==> src/rtl/duck_sprite_scheduler.sv <==
// Shared duck sprite ROM scheduler: per-pixel priority hit, animation
// stepping and a two-stage pipeline to the palette/colour mux.
module duck_sprite_scheduler #(
    parameter int NUM_DUCKS   = 4,
    parameter int SPR_W       = 64,
    parameter int SPR_H       = 64,
    parameter int ANIM_FRAMES = 2,
    parameter int FRAME_DIV   = 8,
    parameter int ADDR_W      = 13
) (
    input  logic                         vga_clk,
    input  logic                         reset_n,
    input  logic [9:0]                   DrawX,
    input  logic [9:0]                   DrawY,
    input  logic                         blank,
    input  logic                         frame_start,
    input  logic [NUM_DUCKS*10-1:0]      duck_x,
    input  logic [NUM_DUCKS*10-1:0]      duck_y,
    input  logic [NUM_DUCKS-1:0]         duck_active,
    output logic [ADDR_W-1:0]            rom_address,
    input  logic [3:0]                   rom_q,
    output logic [3:0]                   pixel_index,
    output logic                         pixel_valid,
    output logic [$clog2(NUM_DUCKS)-1:0] hit_id
);

    localparam int ID_W = $clog2(NUM_DUCKS);
    localparam int XW   = $clog2(SPR_W);
    localparam int YW   = $clog2(SPR_H);
    localparam int FW   = (ANIM_FRAMES > 1) ? $clog2(ANIM_FRAMES) : 1;
    localparam int DW   = (FRAME_DIV > 1) ? $clog2(FRAME_DIV) : 1;

    logic [9:0]           sx [NUM_DUCKS];
    logic [9:0]           sy [NUM_DUCKS];
    logic [NUM_DUCKS-1:0] sact;
    logic [FW-1:0]        anim_frame;
    logic [DW-1:0]        div_cnt;

    logic [NUM_DUCKS-1:0] hit_vec;
    logic                 any_hit;
    logic [ID_W-1:0]      win;
    logic [XW-1:0]        ox;
    logic [YW-1:0]        oy;
    logic [ADDR_W-1:0]    addr_next;

    logic                 hit1;
    logic [ID_W-1:0]      id1;
    logic                 blank1;

    // Positions are only sampled at frame_start so a frame never tears.
    always_ff @(posedge vga_clk or negedge reset_n) begin
        if (!reset_n) begin
            for (int i = 0; i < NUM_DUCKS; i++) begin
                sx[i] <= '0;
                sy[i] <= '0;
            end
            sact       <= '0;
            anim_frame <= '0;
            div_cnt    <= '0;
        end else if (frame_start) begin
            for (int i = 0; i < NUM_DUCKS; i++) begin
                sx[i] <= duck_x[10*i +: 10];
                sy[i] <= duck_y[10*i +: 10];
            end
            sact <= duck_active;
            if (div_cnt == DW'(FRAME_DIV - 1)) begin
                div_cnt <= '0;
                if (anim_frame == FW'(ANIM_FRAMES - 1))
                    anim_frame <= '0;
                else
                    anim_frame <= anim_frame + FW'(1);
            end else begin
                div_cnt <= div_cnt + DW'(1);
            end
        end
    end

    // 11-bit compares keep sprites from wrapping past the screen edge.
    always_comb begin
        hit_vec = '0;
        for (int i = 0; i < NUM_DUCKS; i++) begin
            hit_vec[i] = sact[i]
                && ({1'b0, DrawX} >= {1'b0, sx[i]})
                && ({1'b0, DrawX} <  {1'b0, sx[i]} + 11'(SPR_W))
                && ({1'b0, DrawY} >= {1'b0, sy[i]})
                && ({1'b0, DrawY} <  {1'b0, sy[i]} + 11'(SPR_H));
        end
    end

    always_comb begin
        any_hit = |hit_vec;
        win     = '0;
        ox      = '0;
        oy      = '0;
        for (int i = NUM_DUCKS - 1; i >= 0; i--) begin
            if (hit_vec[i]) begin
                win = ID_W'(i);
                ox  = XW'(DrawX - sx[i]);
                oy  = YW'(DrawY - sy[i]);
            end
        end
        addr_next = (ADDR_W'(anim_frame) << (XW + YW))
                  | (ADDR_W'(oy) << XW)
                  | ADDR_W'(ox);
    end

    always_ff @(posedge vga_clk or negedge reset_n) begin
        if (!reset_n) begin
            rom_address <= '0;
            hit1        <= 1'b0;
            id1         <= '0;
            blank1      <= 1'b0;
            pixel_index <= '0;
            pixel_valid <= 1'b0;
            hit_id      <= '0;
        end else begin
            if (any_hit)
                rom_address <= addr_next;
            hit1        <= any_hit;
            id1         <= win;
            blank1      <= blank;
            pixel_index <= rom_q;
            hit_id      <= id1;
            // Index 0 is transparent and does not reveal lower ducks.
            pixel_valid <= hit1 && blank1 && (rom_q != 4'd0);
        end
    end

endmodule

==> config.mk <==
export PLATFORM = sky130hd
export DESIGN_NAME = duck_sprite_scheduler
export DESIGN_NICKNAME = d
export VERILOG_FILES = /design/src/rtl/duck_sprite_scheduler.sv
export SDC_FILE = /design/constraint.sdc
export NUM_CORES = 1
export LEC_CHECK = 0
export ABC_CLOCK_PERIOD_IN_PS = 2900
export CAP_MARGIN = 20
export CORE_MARGIN = 8
export CORE_UTILIZATION = 40
export CTS_BUF_LIST = sky130_fd_sc_hd__clkbuf_4 sky130_fd_sc_hd__clkbuf_8
export CTS_CLUSTER_DIAMETER = 80
export DETAILED_ROUTE_END_ITERATION = 6
export PLACE_DENSITY = 0.62
export SLEW_MARGIN = 20
export SYNTH_ARGS = -nofsm -noshare
export SYNTH_HDL_FRONTEND = slang
export SYNTH_SLANG_ARGS = --single-unit
==> constraint.sdc <==
create_clock -name vga_clk -period 2.9 [get_ports vga_clk]
set_input_delay 0.58 -clock vga_clk [delete_from_list [all_inputs] [get_ports vga_clk]]
set_output_delay 0.58 -clock vga_clk [all_outputs]
set_load 0.02 [all_outputs]
# Word-level counts from Yosys, hierarchy flattened
# Index checks and enable logic that the tools add are counted.
dict set report classes {
  addsub 18
  magnitude_cmp 16
  eq_ne 1
  n_mux 14
  n_bitwise 2
  n_reduce_logical 21
}
# cell count
set ops {}
lappend ops {{10-bit by 7-bit adder with 11-bit output (second input constant)} 8}
lappend ops {{10-bit by 11-bit < comparator with 1-bit output} 8}
lappend ops {{10-bit greater-or-equal comparator} 8}
lappend ops {{6-bit 2-to-1 mux} 8}
lappend ops {{6-bit subtractor} 8}
lappend ops {{1-bit logical AND} 18}
lappend ops {{13-bit by 12-bit bitwise OR with 13-bit output} 1}
lappend ops {{13-bit by 6-bit bitwise OR with 13-bit output} 1}
lappend ops {{2-bit 2-to-1 mux} 4}
lappend ops {{4-bit nonzero test} 1}
lappend ops {{4-bit OR reduction} 1}
lappend ops {{3-bit by 1-bit adder with 3-bit output (second input constant)} 1}
lappend ops {{3-bit == test (second input constant)} 1}
lappend ops {{3-bit 2-to-1 mux} 1}
lappend ops {{2-bit AND reduction} 1}
lappend ops {{1-bit adder (second input constant)} 1}
lappend ops {{1-bit 2-to-1 mux} 1}
dict set report word_totals {
  register_bits 112
  in_bits 112
  out_inout_bits 20
  word_cells 90
}

# Longest topological paths before layout
# Gate-level depths: netlist (run 1).
dict set report depth {
  ltp_word 11
  depth_mapped 13
  ltp_nobuf 12
}

# Worst setup path before layout (run 1)
# Ideal clock, no wire load.
dict set report synth_path {
  path_kind {input to register}
  start {in DrawX[0]}
  end {reg rom_address[11]}
  setup_ps 126
  arrival_time_ps 2997
  slack_ps -223
  path_stages 12
  path_buffers 1
  cell_sequence {inv_1 -> ha_1 -> fa_1 -> nor2b_1 -> o31a_1 -> a211oi_1 -> or4_1 -> a2111o_1 -> o21ai_2 -> buf_4 -> inv_2 -> a221o_1}
}
dict set report synth_via {
  elab_chain_len 11
  word_cells_on_any_way 31
  classes_between {order compare: 8; mux: 4; bitwise: 2; reduce/logical: 17}
}
# item line_no
set synth_lines {}
lappend synth_lines {{start: declaration} 13} ;# input logic [9:0] DrawX,
lappend synth_lines {{10-bit greater-or-equal comparator} 83} ;# && ({1'b0, DrawX} >= {1'b0, sx[i]})
lappend synth_lines {{1-bit logical AND} 83}
lappend synth_lines {{1-bit logical AND} 84} ;# && ({1'b0, DrawX} < {1'b0, sx[i]} + 11'(SPR_W))
lappend synth_lines {{1-bit logical AND} 85} ;# && ({1'b0, DrawY} >= {1'b0, sy[i]})
lappend synth_lines {{1-bit logical AND} 86} ;# && ({1'b0, DrawY} < {1'b0, sy[i]} + 11'(SPR_H));
lappend synth_lines {{6-bit 2-to-1 mux (4 in series)} 96} ;# if (hit_vec[i]) begin
lappend synth_lines {{13-bit by 12-bit bitwise OR with 13-bit output} 103} ;# | (ADDR_W'(oy) << XW)
lappend synth_lines {{13-bit by 6-bit bitwise OR with 13-bit output} 104} ;# | ADDR_W'(ox);
lappend synth_lines {{end signal: assignment} 118} ;# rom_address <= addr_next;
lappend synth_lines {{end: declaration} 20} ;# output logic [ADDR_W-1:0] rom_address,
# Several ways; a longest one is shown, not always the timed one.
# A chain may end at the register's enable or synchronous reset.

# Final worst setup path (run 1)
dict set report layout_path {
  start {reg sx[36] in the netlist's numbering}
  end {reg rom_address[3]}
}
dict set report layout_via {
  elab_chain_len 7
  word_cells_on_any_way 10
  classes_between {add/sub: 1; order compare: 2; mux: 1; bitwise: 1; reduce/logical: 5}
}
# item line_no
set layout_lines {}
lappend layout_lines {{start: declaration} 33} ;# logic [9:0] sx [NUM_DUCKS];
lappend layout_lines {{start signal: indexed assignment} 62} ;# sx[i] <= duck_x[10*i +: 10];
lappend layout_lines {{10-bit by 7-bit adder with 11-bit output / 10-bit greater-or-equal comparator (equally long branches)} {84, 83}}
lappend layout_lines {{10-bit by 11-bit < comparator with 1-bit output / 1-bit logical AND (equally long branches)} {84, 83}}
lappend layout_lines {{1-bit logical AND *} 84}
lappend layout_lines {{1-bit logical AND *} 85}
lappend layout_lines {{1-bit logical AND *} 86}
lappend layout_lines {{6-bit 2-to-1 mux} 96}
lappend layout_lines {{13-bit by 6-bit bitwise OR with 13-bit output} 104}
# Mark *: on every way between the ends. The rest lies on a longest branch, timed or not.

==> results of run 1 <==
==> per-stage QoR <==
stage	setup WS, ns	TNS [ns]	cell area [um^2]
after floorplan	-0.1736	-0.8817	8193
after global routing	-0.3976	-5.294	11730
after global placement	-1.521	-22.30	11090
after detailed placement	-1.425	-20.55	11090
after CTS	-0.2900	-3.635	11630
final	-0.3118	-3.971	11730
==> registers in the layout, summed over array words and instances (netlist names), 2 cells and up <==
register / count
sact: 4
div_cnt: 3
sy: 40
rom_address: 13
id1: 2
pixel_index: 4
hit_id: 2
sx: 40
==> kinds of logic after synthesis <==
logic type | share of synthesized area, %
buffers and inverters | 6.130
flip-flops | 34.41
multiplexers | 2.074
AO/OA/AOI/OAI | 20.37
adder cells (fa/ha/maj) | 20.71
AND/OR/NAND/NOR | 11.46
XOR/XNOR | 4.839
==> routing by layer <==
metal	track usage (%)	wire [um]	vias up
li1	-	-	3750
met1	26.39	11350	3494
met2	34.28	12040	156
met3	3.393	1074	17
met4	4.760	338	0
met5	0	0	-
==> worst max-delay path, delay by kind of cell, from the launching register on <==
| kind | cells | cell delay, ns |
|---|---|---|
| compound gates | 4 | 0.92 |
| simple gates | 3 | 0.76 |
| fa+ha+maj | 2 | 0.48 |
| flops | 1 | 0.47 |
| buf+inv | 2 | 0.33 |
| xor+xnor | 1 | 0.13 |
==> power by group through the flow <==
stage / sequential [W] / clock (W) / combinational (W)
global route: 0.00200 / 0.00111 / 0.00273
detailed placement: 0.00200 / 0 / 0.00232
floorplan: 0.00206 / 0 / 0.00111
finish: 0.00198 / 0.00101 / 0.00249
global placement: 0.00201 / 0 / 0.00229
CTS: 0.00198 / 0.00105 / 0.00245
==> cell type report <==
class,count,area (um^2),share of cell area (%)
Clock buffer,9,123.9,1.056
Clock inverter,7,80.08,0.6824
Inverter,107,416.7,3.551
Multi-Input combinational cell,643,5174,44.09
Sequential cell,112,2805,23.91
Tap cell,270,337.8,2.879
Timing Repair Buffer,321,2796,23.83
==> repair_timing <==
action                                  CTS  global route
setup buffers                            10             2
endpoints found under the setup margin   16            16
cloned                                    1             1
pin swaps                                28            13
resized for setup                        71            20
==> how the worst max path moves through the flow <==
stage	start	endpoint	slack, ns	cells after the start
after floorplan	DrawX[0]	rom_address[11]$_DFFE_PN0P_	-0.17	12
after global placement	DrawX[0]	rom_address[10]$_DFFE_PN0P_	-1.52	14
after detailed placement	DrawX[0]	rom_address[10]$_DFFE_PN0P_	-1.42	14
after CTS	sx[36]$_DFFE_PN0P_	rom_address[8]$_DFFE_PN0P_	-0.29	10
after global routing	sx[36]$_DFFE_PN0P_	rom_address[2]$_DFFE_PN0P_	-0.40	11
final	sx[36]$_DFFE_PN0P_	rom_address[3]$_DFFE_PN0P_	-0.31	12
==> cells in the final DEF, fill, tap and decap left out, drive strengths merged, types with 6 or more instances in the layout <==
| cell type | synthesis | layout |
|---|---|---|
| buf | 6 | 192 |
| nand3 | 23 | 23 |
| nand2b | 9 | 9 |
| mux2 | 15 | 15 |
| o2bb2ai | 19 | 19 |
| xnor2 | 35 | 35 |
| nor3 | 11 | 11 |
| nand2 | 92 | 92 |
| clkdlybuf4s50 | 0 | 117 |
| o21ai | 96 | 96 |
| a221o | 6 | 6 |
| inv | 107 | 108 |
| dfrtp | 112 | 112 |
| a21o | 20 | 20 |
| xor2 | 10 | 10 |
| nor2 | 27 | 27 |
| a221oi | 7 | 7 |
| dlygate4sd2 | 0 | 11 |
| clkbuf | 17 | 9 |
| fa | 8 | 8 |
| nor2b | 11 | 11 |
| a21oi | 45 | 45 |
| ha | 122 | 122 |
| a211oi | 8 | 8 |
| and3 | 6 | 6 |
| o21a | 7 | 7 |
==> impl_metrics.ini, run 1 <==
[yosys]
synth_common_cells = ha_1, dfrtp_1, inv_1
netlist.area_leader.share_pct = 34.41
async_flop_share_pct = 100.0
yosysSeqAreaShare_pct = 34.41
syn_avg_cell_area_um2 = 9.202
ys_seq_elements = 112
yosysWarnings = 0
synth.distinct_cells = 62
synthTopCellsByArea = dfrtp_1, ha_1, o21ai_0, inv_1, nand2_1
syn_nets = 1127
synth_edf_count = 0
yosysMostFrequentCell = ha_1
yosysTopAreaCell = dfrtp_1
syn_area_um2 = 8144
syn_inst = 885
synth_ff_type = dfrtp_1

[worst_setup_path]
path_cells = ha_4, xnor2_2, ha_1, a211oi_2, nor3_2, or4_4, a2111o_1, buf_6, nor2_4, buf_6, a2bb2oi_2, a22o_1
cp.required_ns = 3.21
r2r_end = rom_address[3]$_DFFE_PN0P_
cp.arrival_ns = 3.52
reg2reg_slack_ns = -0.31
reg2regPathDepth = 12
cp-start-kind = flip-flop
cp-end-kind = flip-flop
critPathMaxFanout = 5
cp_common_cell = buf_6
crit_slowest_cell = or4_4
cpPeakStageDelay_ns = 0.52
r2r-start = sx[36]$_DFFE_PN0P_
path_class = flip-flop to flip-flop

[clocking]
clkSinkCount = 112
cts.clk_slew.worst_paths_ns = 0.12
insertion_delay_ns = 0.41
cts_buffers = 9
cts_tree = built
root_buffer = clkbuf_8
cts_htree_levels = 3
cts_hold_buffers = 0
clk_path_buf_depth = 2

[place]
post-dp-hpwl_mm = 19.49
gp_congestion = 0.8829
numPortBuffers = 131
dp_cells = 1440

[power_and_ir_drop]
internal_power_w = 0.003504
p_comb_share_pct = 45.5
power.density_nw_per_um2 = 466.8
pwr-share-seq_pct = 36.1
switchingPower_w = 0.001974
total_power_w = 0.005477
netSwitchingFraction_pct = 36.03
p_leak_nw = 5.564
clkPwrFrac_pct = 18.4
ir_worst_vdd_v = 0.0004864

[die]
io-pin-count = 132
fp.dieW_um = 158.7
start_util_pct = 40.51
die_h_um = 158.7
coreArea_um2 = 20100
rows = 52
dieArea_um2 = 25180

[outcome]
outcome = finished with violations
violations = setup timing

[drt]
remaining_drc_errors = 0
ant_nets = 0
vias_per_cell = 5.049
dr.pass1.iters = 5
num_vias = 7417
drtIter0Drc = 444
routed_wl_mm = 24.80
drt-wirelength-per-cell_um = 16.88

[sta]
rsz0062_at_grt = yes
maxClockFrequency_mhz = 311.4
hold-worst-slack_ns = 0.2453
period_needed_ns = 3.212
drv_slew = 0
worst_slack_ns = -0.3118
relSlewSlack_pct = 58.13
hold_viol = 0
finalSetupViolations = 16
worst_clock_skew_ns = 0.01787
tightest_slew_ns = 0.6281
fin_crit_sh_pct = 110.8

[finish]
fin_util_pct = 58.36
finalNonFillerCells = 1469
drive_gt1_share_pct = 23.60
area_delta_synth_final_pct = 44.08
layout.nets = 1436
antenna_cells = 0
nFillCells = 1767

[global_routing]
grt_max_degree = 113
grt_pass1_vias = 7660
grt_usage_pct = 20.24
grt_antenna_before_repair = 0
grt_overflow = 0
grt_pass1_wl_mm = 39.69

[worst_hold_path]
hold_class = input port to async pin

[run]
max-cap-violations = 0
No activity file was read; power rests on OpenSTA's default activity.
==> inputs of run 2 (changes only) <==
--- a/config.mk
+++ b/config.mk
@@ -8,11 +8,11 @@
 export ABC_CLOCK_PERIOD_IN_PS = 2900
 export CAP_MARGIN = 20
 export CORE_MARGIN = 8
-export CORE_UTILIZATION = 40
+export CORE_UTILIZATION = 51
 export CTS_BUF_LIST = sky130_fd_sc_hd__clkbuf_4 sky130_fd_sc_hd__clkbuf_8
 export CTS_CLUSTER_DIAMETER = 80
 export DETAILED_ROUTE_END_ITERATION = 6
-export PLACE_DENSITY = 0.62
+export PLACE_DENSITY = 0.77
 export SLEW_MARGIN = 20
 export SYNTH_ARGS = -nofsm -noshare
 export SYNTH_HDL_FRONTEND = slang
==> run 2 against run 1 <==
- the run still ends with setup timing left
- count of clock-buffer cells in the layout rose by 2
- clock power rose by 8%
- routed wire length increased by 6.5%
- setup slack worse by 0.067 ns
- sequential power hardly changed
- register-to-register slack lost 0.07 ns
- maximum frequency shrank 2.0%
- final cell count fell by 3.3%
- combinational power up 6%
- non-clock buffer count rose by 5
- clock skew decreased by 0.0014 ns
- die area decreased by 20%
- critical endpoint is now rom_address[2]$_DFFE_PN0P_
==> impl_metrics.ini, run 2 (synthesized netlist as in run 1, its figures left out) <==
[outcome]
violations = setup timing
outcome = finished with violations

[die]
die_h_um = 142.4
io-pin-count = 132
start_util_pct = 51.64
rows = 46
coreArea_um2 = 15770
fp.dieW_um = 142.4
dieArea_um2 = 20270

[worst_hold_path]
hold_class = input port to async pin

[finish]
antenna_cells = 0
finalNonFillerCells = 1420
area_delta_synth_final_pct = 44.89
final_common_cell = buf_4
drive_gt1_share_pct = 24.42
top_regs = sx: 40 flops, sy: 40 flops, rom_address: 13 flops
nFillCells = 1045
layout_common_cells = buf_4, ha_1, clkdlybuf4s50_1
fin_util_pct = 74.83
layout.nets = 1441

[power_and_ir_drop]
ir_worst_vdd_v = 0.0004898
power.density_nw_per_um2 = 485.6
clkPwrFrac_pct = 19.0
internal_power_w = 0.003663
netSwitchingFraction_pct = 36.06
p_leak_nw = 5.640
switchingPower_w = 0.002066
pwr-share-seq_pct = 34.8
p_comb_share_pct = 46.2

[sta]
period_needed_ns = 3.278
hold_viol = 0
rsz0062_at_grt = yes
relSlewSlack_pct = 58.82
finalSetupViolations = 16
hold-worst-slack_ns = 0.06365
worst_slack_ns = -0.3784
drv_slew = 0
fin_crit_sh_pct = 113.0
worst_clock_skew_ns = 0.01647
maxClockFrequency_mhz = 305.0
tightest_slew_ns = 0.6161

[worst_setup_path]
cp-start-kind = flip-flop
path_class = flip-flop to flip-flop
cp.arrival_ns = 3.56
critPathMaxFanout = 6
cp.required_ns = 3.18
path_cells = ha_2, xnor2_2, ha_1, a211oi_2, nor3_2, or4_4, a2111o_1, o21bai_2, buf_6, o2bb2ai_2, a221o_1
reg2regPathDepth = 11
cp-end-kind = flip-flop
cpPeakStageDelay_ns = 0.52
crit_slowest_cell = or4_4

[clocking]
cts_hold_buffers = 0
insertion_delay_ns = 0.40
cts_buffers = 9
cts.clk_slew.worst_paths_ns = 0.12
root_buffer = clkbuf_8
clkSinkCount = 112
clk_path_buf_depth = 2
cts_htree_levels = 3
cts_tree = built

[global_routing]
grt_usage_pct = 25.29
grt_pass1_wl_mm = 40.36
grt_antenna_before_repair = 1
grt_max_degree = 64
grt_pass1_vias = 7997
grt_overflow = 0

[drt]
drt-wirelength-per-cell_um = 18.60
num_vias = 7940
drt-met1-wl_mm = 11.23
vias_per_cell = 5.592
wl_met2_mm = 12.73
ant_nets = 0
routed_wl_mm = 26.41
drtIter0Drc = 723
remaining_drc_errors = 0
wl_met3_mm = 1.317
highest_layer = met5
dr.pass1.iters = 5

[run]
max-cap-violations = 0

[place]
numPortBuffers = 131
dp_cells = 1379
gp_congestion = 0.9309
post-dp-hpwl_mm = 18.96
-- run 2: cell types whose count changed in the layout (fill, tap and decap cells not counted), moves of 3 or more --
cell,previous run,this run
o2bb2ai_4,0,3
buf_4,177,180
o2bb2ai_1,15,6
nor2_2,0,3
o2bb2ai_2,4,10
-- run 2: power by group through the flow --
stage               sequential [W]  clock [W]  combinational [W]
finish                     0.00199    0.00109            0.00265
global route               0.00201    0.00114            0.00287
CTS                        0.00198    0.00109            0.00245
detailed placement         0.00200          0            0.00230
global placement           0.00200          0            0.00224
floorplan                  0.00206          0            0.00111
-- run 2: path summary, 6_finish.rpt --
kind                                    startpoint                    endpoint  slack, ns
worst min-delay path                       reset_n  rom_address[5]$_DFFE_PN0P_       0.06
worst max-delay path            sx[36]$_DFFE_PN0P_  rom_address[2]$_DFFE_PN0P_      -0.38
worst max register to register  sx[36]$_DFFE_PN0P_  rom_address[2]$_DFFE_PN0P_      -0.38
max in group asynchronous                  reset_n         sact[3]$_DFFE_PN0P_       2.09
worst min register to register    id1[1]$_DFF_PN0_         hit_id[1]$_DFF_PN0_       0.42
min in group vga_clk              id1[1]$_DFF_PN0_         hit_id[1]$_DFF_PN0_       0.42
-- run 2: per-layer routing --
metal	GRT usage (%)	up-vias
li1	-	3763
met2	41.25	274
met3	3.858	84
met1	32.77	3817
met4	10.79	2
met5	0	-
-- run 2: critical path, delay by kind of cell, from the launching register on --
kind            cells  cell delay (ns)
flops               1             0.44
buf+inv             1             0.17
xor+xnor            1             0.14
fa+ha+maj           2             0.53
simple gates        2             0.60
compound gates      5             1.29
-- run 2: metrics by stage --
stage               setup TNS, ns  instance area, um^2  worst slack (ns)  power (W)
global placement           -14.01                10970           -0.9368   0.004246
detailed placement         -15.40                10970            -1.071   0.004297
CTS                        -2.429                11570           -0.2666   0.005518
floorplan                 -0.8817                 8193           -0.1736   0.003166
global route               -5.980                11800           -0.4507   0.006016
finish                     -4.511                11800           -0.3784   0.005730
-- run 2: layout make-up --
type / instances / area (um^2) / area share [%]
Clock buffer: 11 / 138.9 / 1.177
Sequential cell: 112 / 2803 / 23.75
Timing Repair Buffer: 326 / 2846 / 24.12
Multi-Input combinational cell: 643 / 5246 / 44.46
Clock inverter: 5 / 81.33 / 0.6892
Inverter: 107 / 414.1 / 3.510
Tap cell: 216 / 270.3 / 2.290
-- run 2: timing repair --
action                     4_1_cts  5_1_grt
gates cloned                     1        0
pin swaps                       26        8
setup endpoints to repair       16       16
resized for setup               69       36
setup buffers                   22        3
hold endpoints to repair         0        0
==> inputs of run 3 (changes only) <==
--- a/config.mk
+++ b/config.mk
@@ -17,3 +17,4 @@
 export SYNTH_ARGS = -nofsm -noshare
 export SYNTH_HDL_FRONTEND = slang
 export SYNTH_SLANG_ARGS = --single-unit
+export TNS_END_PERCENT = 20
==> constraint.sdc (replaced) <==
create_clock -name vga_clk -period 2.9 [get_ports vga_clk]
set_input_delay 0.58 -clock vga_clk [delete_from_list [all_inputs] [get_ports vga_clk]]
set_output_delay 0.58 -clock vga_clk [all_outputs]
set_load 0.005 [all_outputs]
==> run 3 against run 2 <==
- the flow still finishes with violations (setup timing)
- maximum frequency up 4.7%
- combinational power down 10%
- clock skew up 0.0015 ns
- sequential share of layout area up 0.43 points
- hold slack better by 0.12 ns
- clock power down 10%
- global-route usage down 0.48 points
- non-clock buffer count down 2
- utilization down 1.3 points
- design area down 1.8%
- critical endpoint is now rom_address[3]$_DFFE_PN0P_
- largest cell class unchanged
==> impl_metrics.ini, run 3 (synthesized netlist as in run 1, its figures left out) <==
[outcome]
outcome = finished with violations
violations = setup timing

[sta]
worst_clock_skew_ns = 0.01798
worst_slack_ns = -0.2301
drv_slew = 0
finalSetupViolations = 16
relSlewSlack_pct = 57.27
rsz0062_at_grt = yes
period_needed_ns = 3.130
fin_crit_sh_pct = 107.9
tightest_slew_ns = 0.6409
maxClockFrequency_mhz = 319.5
hold_viol = 0

[die]
die_h_um = 142.4
coreArea_um2 = 15770
dieArea_um2 = 20270
rows = 46
start_util_pct = 51.64
io-pin-count = 132
fp.dieW_um = 142.4

[clocking]
cts.clk_slew.worst_paths_ns = 0.11
cts_tree = built
clkSinkCount = 112
clk_path_buf_depth = 2
insertion_delay_ns = 0.41
cts_htree_levels = 3
cts_buffers = 9
root_buffer = clkbuf_8

[global_routing]
grt_pass1_vias = 8103
grt_usage_pct = 24.81
grt_max_degree = 51
grt_overflow = 0
grt_pass1_wl_mm = 39.73
grt_antenna_before_repair = 1

[finish]
finalNonFillerCells = 1418
layout_common_cells = buf_4, clkdlybuf4s50_1, ha_1
layout.nets = 1439
nFillCells = 1177
antenna_cells = 0
fin_util_pct = 73.48
drive_gt1_share_pct = 22.55
final_common_cell = buf_4
top_regs = sx: 40 flops, sy: 40 flops, rom_address: 13 flops
area_delta_synth_final_pct = 42.30

[run]
max-cap-violations = 0

[worst_setup_path]
cp-start-kind = flip-flop
reg2reg_slack_ns = -0.23
cp.arrival_ns = 3.44
path_cells = nand3_2, xnor2_2, ha_1, o211ai_1, or4_1, a31oi_1, or4_1, a2111o_1, buf_4, nor2_4, buf_4, a2bb2oi_1, a22o_1
cp-end-kind = flip-flop
cpPeakStageDelay_ns = 0.43
cpLargestDelayFamily = compound AO/OA/AOI/OAI gates
crit_buf_inv = 2
path_class = flip-flop to flip-flop
critPathMaxFanout = 3
crit_slowest_cell = or4_1
cp.required_ns = 3.20

[place]
gp_congestion = 0.9346
numPortBuffers = 131
place_ws_ns = -0.9995
post-dp-hpwl_mm = 19.62
dp_cells = 1384

[drt]
routed_wl_mm = 24.81
remaining_drc_errors = 0
drtIter0Drc = 610
num_vias = 7747
drt-wirelength-per-cell_um = 17.49
dr.pass1.iters = 5
vias_per_cell = 5.463
ant_nets = 0

[worst_hold_path]
hold_class = input port to async pin

[power_and_ir_drop]
ir_worst_vdd_v = 0.0003876
power.density_nw_per_um2 = 461.1
p_leak_nw = 5.559
==> run 3: cell types whose count changed in the layout (fill, tap and decap cells not counted), moves of 4 or more <==
| cell | previous run | this run |
|---|---|---|
| clkdlybuf4s50_1 | 115 | 120 |
| o2bb2ai_2 | 10 | 1 |
| o2bb2ai_1 | 6 | 18 |
| dlygate4sd2_1 | 12 | 8 |
==> run 3: worst reg2reg max path, delay by kind of cell, from the launching register on <==
family / cells / cell delay, ns
flops: 1 / 0.40
simple gates: 4 / 0.87
xor+xnor: 1 / 0.15
fa+ha+maj: 1 / 0.32
compound gates: 5 / 0.97
buf+inv: 2 / 0.33
==> run 3: timing repair <==
item / in CTS / in global routing
setup buffers: 17 / 1
gates resized for setup: 56 / 13
gates cloned: 1 / 0
setup endpoints to repair: 16 / 16
hold buffers: 0 / 0
endpoints found under the hold margin: 0 / 0
pin swaps: 21 / 8
==> run 3: routing by layer <==
metal / vias to the layer above / share of wire [%] / GRT usage, %
li1: 3760 / - / -
met1: 3704 / 43 / 30.59
met2: 230 / 49 / 41.43
met3: 51 / 5.4 / 5.602
met4: 2 / 2.8 / 9.620
met5: - / 0.064 / 0
==> run 3: where the power goes <==
part | internal, W | switching (W) | total (W) | leakage, nW
Combinational | 0.00130 | 0.00108 | 0.00238 | 4.10
Clock | 0.000400 | 0.000576 | 0.000976 | 0.0994
Sequential | 0.00180 | 0.000187 | 0.00199 | 1.36
==> run 3: per-stage QoR <==
stage	total power, W	TNS [ns]	instance area [um^2]	hold slack (ns)
6_report	0.005344	-2.667	11590	0.1850
5_1_grt	0.005662	-3.713	11590	0.2084
4_1_cts	0.005307	-1.860	11510	0.1893
3_5_place_dp	0.004212	-14.74	11000	0.3637
3_3_place_gp	0.004145	-13.72	11000	0.3834
2_1_floorplan	0.003051	-1.145	8180	0.2844
==> run 3: layout make-up <==
cell class | count | area [um^2] | share of cell area [%]
clock inverter | 7 | 70.07 | 0.6046
multi-input combinational | 643 | 5092 | 43.94
clock buffer | 9 | 123.9 | 1.069
timing repair buffer | 324 | 2815 | 24.29
inverter | 107 | 414.1 | 3.574
sequential | 112 | 2803 | 24.18
tap | 216 | 270.3 | 2.332
==> run 3: worst paths after layout <==
path,start,end,depth (start not counted)
min in group vga_clk,id1[1]$_DFF_PN0_,hit_id[1]$_DFF_PN0_,0
max reg2reg,sx[36]$_DFFE_PN0P_,rom_address[3]$_DFFE_PN0P_,13
min,reset_n,sx[21]$_DFFE_PN0P_,1
max in group asynchronous,reset_n,pixel_index[0]$_DFF_PN0_,2
max,sx[36]$_DFFE_PN0P_,rom_address[3]$_DFFE_PN0P_,13
min reg2reg,id1[1]$_DFF_PN0_,hit_id[1]$_DFF_PN0_,0
